File: src/rtl/dz_pkg.sv
// Shared types and constants for the dot-matrix frame arbiter: state encoding,
// pattern codes and one-hot row constants.
package dz_pkg;

  typedef enum logic [1:0] {
    ST_IDLE   = 2'd0,
    ST_SHOW_A = 2'd1,
    ST_SHOW_B = 2'd2
  } dz_state_e;

  localparam logic [2:0] CODE_BLANK = 3'd0;
  localparam logic [2:0] CODE_D1    = 3'd1;
  localparam logic [2:0] CODE_D2    = 3'd2;
  localparam logic [2:0] CODE_D3    = 3'd3;
  localparam logic [2:0] CODE_D4    = 3'd4;

  // Active-high one-hot row masks, index = row number.
  localparam logic [7:0][7:0] ROW_OH = {8'h80, 8'h40, 8'h20, 8'h10,
                                        8'h08, 8'h04, 8'h02, 8'h01};

endpackage

File: src/rtl/dz_glyph_rom.sv
// Combinational glyph table: pattern code + row index -> 8-bit column mask.
// Codes 0 and 5-7 are blank.
module dz_glyph_rom
  import dz_pkg::*;
(
  input  logic [2:0] code_i,
  input  logic [2:0] row_i,
  output logic [7:0] mask_o
);

  always_comb begin
    mask_o = 8'h00;
    case (code_i)
      CODE_D1: if (row_i >= 3'd1 && row_i <= 3'd6) mask_o = 8'h20;
      CODE_D2:
        case (row_i)
          3'd1, 3'd3, 3'd5: mask_o = 8'h3C;
          3'd2:             mask_o = 8'h04;
          3'd4:             mask_o = 8'h20;
          default:          mask_o = 8'h00;
        endcase
      CODE_D3:
        case (row_i)
          3'd1, 3'd5: mask_o = 8'h3C;
          3'd2, 3'd4: mask_o = 8'h04;
          3'd3:       mask_o = 8'h1C;
          default:    mask_o = 8'h00;
        endcase
      CODE_D4:
        case (row_i)
          3'd1, 3'd4: mask_o = 8'h18;
          3'd2, 3'd3: mask_o = 8'h3C;
          default:    mask_o = 8'h00;
        endcase
      default: mask_o = 8'h00;
    endcase
  end

endmodule

File: src/rtl/dz_frame_arb.sv
// Two-requester arbiter for an 8x8 bicolour matrix with row scanning and
// frame-granular grant hold. Define DZ_FRAME_ARB_BLINK_EN to blink requester B.
module dz_frame_arb
  import dz_pkg::*;
#(
  parameter int SCAN_DIV     = 1,
  parameter int HOLD_FRAMES  = 4,
  parameter int BLINK_FRAMES = 16
) (
  input  logic       clk,
  input  logic       rst_n,
  input  logic       req_a,
  input  logic [2:0] code_a,
  input  logic       req_b,
  input  logic [2:0] code_b,
  output logic       gnt_a,
  output logic       gnt_b,
  output logic [7:0] row,
  output logic [7:0] colr,
  output logic [7:0] colg,
  output logic       frame_done
);

  localparam int PW = (SCAN_DIV > 1) ? $clog2(SCAN_DIV) : 1;
  localparam int FW = ($clog2(HOLD_FRAMES + 1) > 4) ? $clog2(HOLD_FRAMES + 1) : 4;
  localparam logic [FW-1:0] HOLD_M1 = FW'(HOLD_FRAMES - 1);

  logic [PW-1:0] pre_q, pre_d;
  logic [2:0]    row_cnt_q, row_cnt_d;
  dz_state_e     state_q, state_d;
  logic [2:0]    code_q, code_d;
  logic [FW-1:0] frm_q, frm_d;
  logic [7:0]    row_q, colr_q, colg_q, colr_d, colg_d, mask;
  logic          fdone_q;
  logic          tick, boundary, hold_done, blank_b;

  assign tick      = (pre_q == PW'(SCAN_DIV - 1));
  assign boundary  = tick && (row_cnt_q == 3'd7);
  // frm_q counts frames already completed; the one ending now makes it +1.
  assign hold_done = (frm_q >= HOLD_M1);

  always_comb begin
    pre_d     = tick ? '0 : pre_q + 1'b1;
    row_cnt_d = tick ? row_cnt_q + 3'd1 : row_cnt_q;
    state_d   = state_q;
    code_d    = code_q;
    frm_d     = frm_q;
    if (boundary) begin
      if (state_q != ST_IDLE && !hold_done) state_d = state_q;
      else if (req_b)                       state_d = ST_SHOW_B;
      else if (req_a)                       state_d = ST_SHOW_A;
      else                                  state_d = ST_IDLE;
      case (state_d)
        ST_SHOW_A: code_d = code_a;
        ST_SHOW_B: code_d = code_b;
        default:   code_d = CODE_BLANK;
      endcase
      if (state_d != state_q)           frm_d = '0;
      else if (frm_q < FW'(HOLD_FRAMES)) frm_d = frm_q + 1'b1;
    end
  end

`ifdef DZ_FRAME_ARB_BLINK_EN
  localparam int BW = $clog2(2 * BLINK_FRAMES) + 1;
  logic [BW-1:0] blk_q, blk_d;

  always_comb begin
    blk_d = blk_q;
    if (boundary) begin
      if (state_d == ST_SHOW_B && state_q == ST_SHOW_B)
        blk_d = (blk_q == BW'(2 * BLINK_FRAMES - 1)) ? '0 : blk_q + 1'b1;
      else
        blk_d = '0;
    end
  end

  assign blank_b = (blk_d >= BW'(BLINK_FRAMES));

  always_ff @(posedge clk or negedge rst_n)
    if (!rst_n) blk_q <= '0;
    else        blk_q <= blk_d;
`else
  assign blank_b = 1'b0;
`endif

  dz_glyph_rom u_rom (
    .code_i (code_d),
    .row_i  (row_cnt_d),
    .mask_o (mask)
  );

  // Colours are computed from next-state values so the registered outputs
  // land together with the new row_cnt.
  always_comb begin
    colr_d = 8'h00;
    colg_d = 8'h00;
    case (state_d)
      ST_SHOW_A: begin
        colg_d = mask;
        if (code_d == CODE_D4) colr_d = mask;
      end
      ST_SHOW_B: if (!blank_b) colr_d = mask;
      default: ;
    endcase
  end

  always_ff @(posedge clk or negedge rst_n) begin
    if (!rst_n) begin
      pre_q     <= '0;
      row_cnt_q <= 3'd0;
      state_q   <= ST_IDLE;
      code_q    <= CODE_BLANK;
      frm_q     <= '0;
      row_q     <= 8'hFF;
      colr_q    <= 8'h00;
      colg_q    <= 8'h00;
      fdone_q   <= 1'b0;
    end else begin
      pre_q     <= pre_d;
      row_cnt_q <= row_cnt_d;
      state_q   <= state_d;
      code_q    <= code_d;
      frm_q     <= frm_d;
      fdone_q   <= boundary;
      if (tick) begin
        row_q  <= ~ROW_OH[row_cnt_d];
        colr_q <= colr_d;
        colg_q <= colg_d;
      end
    end
  end

  assign gnt_a      = (state_q == ST_SHOW_A);
  assign gnt_b      = (state_q == ST_SHOW_B);
  assign row        = row_q;
  assign colr       = colr_q;
  assign colg       = colg_q;
  assign frame_done = fdone_q;

endmodule

File: config.mk
export PLATFORM = sky130hd
export DESIGN_NAME = dz_frame_arb
export DESIGN_NICKNAME = d
export VERILOG_FILES = /design/src/rtl/dz_pkg.sv /design/src/rtl/dz_glyph_rom.sv /design/src/rtl/dz_frame_arb.sv
export SDC_FILE = /design/constraint.sdc
export NUM_CORES = 1
export LEC_CHECK = 0
export ABC_CLOCK_PERIOD_IN_PS = 2990
export CAP_MARGIN = 20
export CORE_ASPECT_RATIO = 0.8
export CORE_MARGIN = 2
export CORE_UTILIZATION = 30
export DETAILED_ROUTE_END_ITERATION = 10
export SLEW_MARGIN = 20
export SYNTH_ARGS = -nofsm -noshare
export SYNTH_HDL_FRONTEND = slang
export SYNTH_SLANG_ARGS = --single-unit
File: constraint.sdc
create_clock -name clk -period 2.99 [get_ports clk]
set_input_delay 0.598 -clock clk [delete_from_list [all_inputs] [get_ports clk]]
set_output_delay 0.598 -clock clk [all_outputs]
set_load 0.1 [all_outputs]
Yosys cells after proc, flatten, opt, wreduce, memory -nomap -nowiden. Memories as Yosys holds them, arrays and structs flattened. Cells that the tools add are included.

Flip-flop bits (word level): 38. Memory bits (read-only): 64. Input bits: 10. Output and inout port bits: 27. Logic and storage cells: 69. Memories kept: 1.

$add $sub $neg: 3. Order comparisons: 5. Eq/ne operators: 17. Muxes and demuxes: 20. Bitwise gates (word level): 2. Reductions and logical operators: 12.

Memory list: (name not given) (words 8, width 8, rd ports 1, clocked after memory_dff 0, wr ports 0, line dz_frame_arb.sv:126) `row_q <= ~ROW_OH[row_cnt_d];`.

Operators with widths (number): 6-bit case mux with 3 select lines (2); 8-bit case mux with 4 select lines (1); 8-bit two-way mux (3); 8-bit case mux with 2 select lines (1); 3-bit by 2-bit equality test with 1-bit output (second input constant) (4); 3-bit equality test (second input constant) (4); 6-bit case mux with 2 select lines (1); 2-bit two-way mux (4); 4-bit two-way mux (2); 8-bit inverter (1); 2-bit OR reduction (4); 2-bit by 1-bit equality test with 1-bit output (second input constant) (3); 2-bit equality test (second input constant) (3); 3-bit by 1-bit equality test with 1-bit output (second input constant) (2); 3-bit two-way mux (2); 6-bit two-way mux (1); 3-bit case mux with 2 select lines (1); 4-bit by 1-bit adder with 4-bit output (second input constant) (1); 4-bit by 2-bit >= comparator with 1-bit output (second input constant) (1); 3-bit by 4-bit less-than comparator with 1-bit output (second input constant) (1); 4-bit by 3-bit less-than comparator with 1-bit output (second input constant) (1); 2-bit nonzero test (2); 3-bit by 1-bit adder with 3-bit output (second input constant) (1); 3-bit by 1-bit >= comparator with 1-bit output (second input constant) (1); 9 further kinds (12).

Logic depth before layout (Yosys ltp).
Depth after elaboration: 12. Mapped depth: 11. Gate-level depth less buffers: 11.

Modules after synthesis. A second synthesis with hierarchy kept.

Cells, all modules: 147. Area total of the unflattened synthesis: 1717.9 µm².

Modules (own cells, without submodules): dz_frame_arb (instances 1, cells each 120, area an instance 1520.2 µm², seq. area each 935.9 µm²); dz_glyph_rom (instances 1, cells each 27, area an instance 197.7 µm², seq. area each 0.0 µm²).

Worst setup path before layout. No wires, ideal clock.

Path type: register -> register. Start: register frm_q[0]. End: register colg_q[4], in the netlist colg[4]. Setup time: 119 ps. Arrival time: 2273 ps. Data required time: 2871 ps. Setup slack: 598 ps. Cell stages (with the launch flop): 11. Buffers on the path: 0. Clock period less this slack: 2392 ps. Path through: dfrtp_1 -> ha_1 -> nor3_2 -> nand2_1 -> a21oi_1 -> inv_1 -> ha_1 -> a22o_1 -> a32o_2 -> a32o_1 -> and2_1.

Word-level cells in the longest chain between the ends: 11. Elaborated cells between the ends (all ways): 17. Those cells by class: order compare: 1; eq/ne: 7; mux: 7; reduce/logical: 2.

Ends and longest elaborated chain: start: declaration (line dz_frame_arb.sv:32) `logic [FW-1:0] frm_q, frm_d;`; start signal: assignment (line dz_frame_arb.sv:123) `frm_q <= frm_d;`; 4-bit by 2-bit >= comparator with 1-bit output * (line dz_frame_arb.sv:40) `assign hold_done = (frm_q >= HOLD_M1);`; 1-bit zero test * (line dz_frame_arb.sv:49) `if (state_q != ST_IDLE && !hold_done) state_d = state_q;`; 1-bit logical AND * (line dz_frame_arb.sv:49); 2-bit two-way mux * (line dz_frame_arb.sv:49); 2-bit two-way mux * (line dz_frame_arb.sv:48) `if (boundary) begin`; 2-bit equality test / 2-bit by 1-bit equality test with 1-bit output (equally long branches) (line dz_frame_arb.sv:53) `case (state_d)`; 3-bit case mux with 2 select lines (line dz_frame_arb.sv:53); 3-bit two-way mux (line dz_frame_arb.sv:48); 3-bit equality test, or another cell as far along (line dz_glyph_rom.sv:13) `case (code_i)`; 8-bit case mux with 4 select lines (line dz_glyph_rom.sv:13); 8-bit two-way mux * (line dz_frame_arb.sv:97) `case (state_d)`; end signal: assignment (line dz_frame_arb.sv:128) `colg_q <= colg_d;`; end: declaration (line dz_frame_arb.sv:33) `logic [7:0] row_q, colr_q, colg_q, colr_d, colg_d, mask;`.

Mark *: on every way between the ends. The rest lies on a longest branch, timed or not. The select of a mux whose other input is x is not followed. A chain may end at the register's enable or synchronous reset.

Worst setup path in the final report.
Start: register frm_q[0]. End: register colr_q[5], in the netlist colr[5].

Word-level cells in the longest chain between the ends: 12. Elaborated cells between the ends (all ways): 19. Those cells by class: order compare: 1; eq/ne: 8; mux: 8; reduce/logical: 2.

Ends and longest elaborated chain: 4-bit by 2-bit >= comparator with 1-bit output * (line dz_frame_arb.sv:40); 1-bit zero test * (line dz_frame_arb.sv:49); 1-bit logical AND * (line dz_frame_arb.sv:49); 2-bit two-way mux * (line dz_frame_arb.sv:49); 2-bit two-way mux * (line dz_frame_arb.sv:48); 2-bit equality test / 2-bit by 1-bit equality test with 1-bit output (equally long branches) (line dz_frame_arb.sv:53); 3-bit case mux with 2 select lines (line dz_frame_arb.sv:53); 3-bit two-way mux (line dz_frame_arb.sv:48); 3-bit equality test, or another cell as far along (line dz_glyph_rom.sv:13, dz_frame_arb.sv:100); 8-bit case mux with 4 select lines (line dz_glyph_rom.sv:13); 8-bit two-way mux (line dz_frame_arb.sv:100) `if (code_d == CODE_D4) colr_d = mask;`; 8-bit case mux with 2 select lines * (line dz_frame_arb.sv:97); net colr_d[5] (line dz_frame_arb.sv:33); end signal: assignment (line dz_frame_arb.sv:127) `colr_q <= colr_d;`; end: declaration (line dz_frame_arb.sv:33).

Mark *: on every way through the listed nets, which the timed path passes. The rest lies on a longest branch. The select of a mux whose other input is x is not followed.

==> results.json <==
{
  "rsz0062_at_grt": "no",
  "gr-total-overflow": 0,
  "rows": 23,
  "ys_warn_count": 0,
  "die_area_um2": 5670,
  "ys_top_cells_by_area": "dfrtp_1 31%, dfstp_2 14%, ha_1 9.8%",
  "synth_edf_count": 0,
  "critPathMaxFanout": 4,
  "arrival_ns": 2.85,
  "cts-root-buf": "clkbuf_8",
  "coreArea_um2": 4950,
  "final_cells": 236,
  "crit_type": "reg2reg",
  "power.total_uw": 1580,
  "grtUsageTotal_pct": 10.9,
  "area_growth_syn_to_layout_pct": 19.5,
  "r2r_end": "colr[5]",
  "port_buffers": 28,
  "ys.flop_type": "dfrtp_1",
  "hold_ws_ns": 0.563,
  "ir_worst_vdd_uv": 499,
  "routed-via-count": 1090,
  "syn-instance-count": 147,
  "fin_skew_ns": 0.00188,
  "fmax_mhz": 369,
  "slew_headroom_pct": 54.0,
  "ff2ff_path_depth": 10,
  "initial_core_util_pct": 30.8,
  "clock-sinks": 27,
  "hold_viol": 0,
  "n_antenna_cell": 0,
  "cts_setup_buffers": 0,
  "ant_nets": 0,
  "htree_levels": 1,
  "grt_pass1_vias": 975,
  "startpoint": "frm_q[0]",
  "maxCapViolCount": 0,
  "insertion_delay_ns": 0.27,
  "cp-endpoint": "colr[5]",
  "cts_buffer_depth": 2,
  "syn_area_per_cell_um2": 10.4,
  "dp.cells": 232,
  "period_needed_ns": 2.71,
  "worstHoldStart": "frm_q[1]",
  "r2r_slack_ns": 0.28,
  "drt_iter0_markers": 67,
  "maxSlewViolCount": 0,
  "worst_slack_ns": 0.280,
  "num_io_pins": 37,
  "wl_um": 2870,
  "min_path_type": "reg2reg",
  "final_nets": 197,
  "grt_pass1_wl_um": 4880,
  "via_per_inst": 4.62,
  "antenna_found_initial": 0,
  "outcome": "complete, no violations",
  "powerDensity_nw_per_um2": 869,
  "tns_ns": 0,
  "pre_cts_slack_ns": 0.118,
  "cts_hold_buf": 0,
  "leakagePower_uw": 0.000833,
  "finalCritPeriodShare_pct": 90.6,
  "async_flop_share_pct": 100,
  "synth_cell_types": 50,
  "die_h_um": 67.8,
  "finalSetupViolCount": 0,
  "cp.required_ns": 3.13,
  "nFillCells": 517,
  "gp_congestion": 0.892,
  "r2r_start": "frm_q[0]",
  "post_drt_wl_per_cell_um": 12.2,
  "synth_top_area_cell": "dfrtp_1",
  "synth-seq-cells": 27,
  "ctsResizeCount": 0,
  "hpwl_um": 2210,
  "drive_gt1_share_pct": 25.3,
  "numCtsBuffers": 3,
  "post-route-drc-count": 0,
  "cp-end-kind": "flop",
  "die_w_um": 83.7,
  "syn_area_um2": 1530,
  "ys_seq_area_share_pct": 45.0,
  "cts_tree": "done",
  "grt_max_degree": 28,
  "first_pass_iters": 4,
  "critPathLaunchType": "flop",
  "yosysTopAreaCellShare_pct": 31.2,
  "clk_pin_slew_ns": 0.09,
  "worst_slew_pin_slew_ns": 0.689
}
## layout make-up
class,count,area [µm²],share of cell area [%]
Clock buffer,3,41.3,2.26
Timing Repair Buffer,29,240,13.2
Multi-Input combinational cell,100,718,39.4
Inverter,14,52.6,2.88
Clock inverter,1,7.51,0.412
Sequential cell,27,686,37.6
Tap cell,62,77.6,4.26
## cells in the final DEF (no fill, tap or decap), types with 2 or more instances in the layout
cell type        Yosys  layout
a32oi_1              2       2
o21ai_0              2       2
a32o_1               2       2
nand3_1              2       2
conb_1               1       8
o21ai_1              3       3
and2_1               2       2
nor2_1               5       5
ha_1                12      12
nand2_1             10      10
a21oi_1              9       9
inv_1               13      13
nand2b_1             4       4
nor2b_1              4       4
buf_4               10      20
dfstp_2              8       8
clkdlybuf4s50_1      0       9
a31oi_1              5       5
a21o_1               3       3
dfrtp_1             19      19
clkbuf_8             0       3
## cell usage after synthesis (2+ instances only)
| master | instances |
|---|---|
| a21oi_1 | 9 |
| dfrtp_1 | 19 |
| ha_1 | 12 |
| and2_1 | 2 |
| o21ai_0 | 2 |
| a31oi_1 | 5 |
| o21ai_1 | 3 |
| a32o_1 | 2 |
| inv_1 | 13 |
| nand2_1 | 10 |
| buf_4 | 10 |
| dfstp_2 | 8 |
| nor2_1 | 5 |
| nand3_1 | 2 |
| a32oi_1 | 2 |
| a21o_1 | 3 |
| nand2b_1 | 4 |
| nor2b_1 | 4 |
## layer usage
| layer | share of wire, % | track usage [%] | vias up |
|---|---|---|---|
| met2 | 41 | 14.4 | 27 |
| li1 | - | - | 545 |
| met1 | 53 | 16.7 | 514 |
| met3 | 5.2 | 3.55 | 4 |
| met5 | 0 | 0 | - |
| met4 | 1.3 | 3.02 | 0 |
## worst max-delay path, stage by stage, from the launching register on
cell and delay (ns):
dfrtp_1 0.41, ha_1 0.23, nor3_2 0.22, nand2_1 0.11, a21oi_1 0.29, inv_1 0.08, ha_1 0.24, a22o_1 0.26
a32o_2 0.31, a32oi_1 0.33, a31oi_1 0.10
## flip-flops by register name, summed over array words and instances (netlist names)
| signal | flops |
|---|---|
| code_q | 3 |
| colg | 3 |
| frame_done | 1 |
| row | 8 |
| row_cnt_q | 3 |
| state_q | 2 |
| colr | 3 |
| frm_q | 4 |
## report_power, final
part | switching [µW] | internal, µW
Clock | 114 | 94.6
Combinational | 620 | 265
Sequential | 57.3 | 434
## how the worst min path moves through the flow
stage / endpoint / slack [ns] / cells after the start
after CTS: frm_q[1] / 0.57 / 2
after global routing: frm_q[3] / 0.61 / 2
final: frm_q[1] / 0.56 / 2
after detailed placement: frm_q[1] / 0.56 / 2
after global placement: frm_q[1] / 0.55 / 2
after floorplan: code_q[0] / 0.30 / 0
## through the flow
stage / util [%] / instance area, µm²
final: 36.8 / 1820
after global routing: 36.8 / 1820
after CTS: 36.8 / 1820
after detailed placement: 35.8 / 1770
after global placement: 35.8 / 1770
after floorplan: - / 1550
## logic make-up (layout without fill, tap and decap cells)
logic type / Yosys count / in the layout / synth area share (%)
AOI/OAI and AO/OA: 38 / 38 / 18.5
DFF: 27 / 27 / 45.0
other: 1 / 8 / 0.246
adders and majority gates: 12 / 12 / 9.84
and+or+nand+nor: 40 / 40 / 15.4
muxes: 2 / 2 / 1.39
buffers and inverters: 27 / 47 / 9.68
Power figures use the tool's default switching activity.
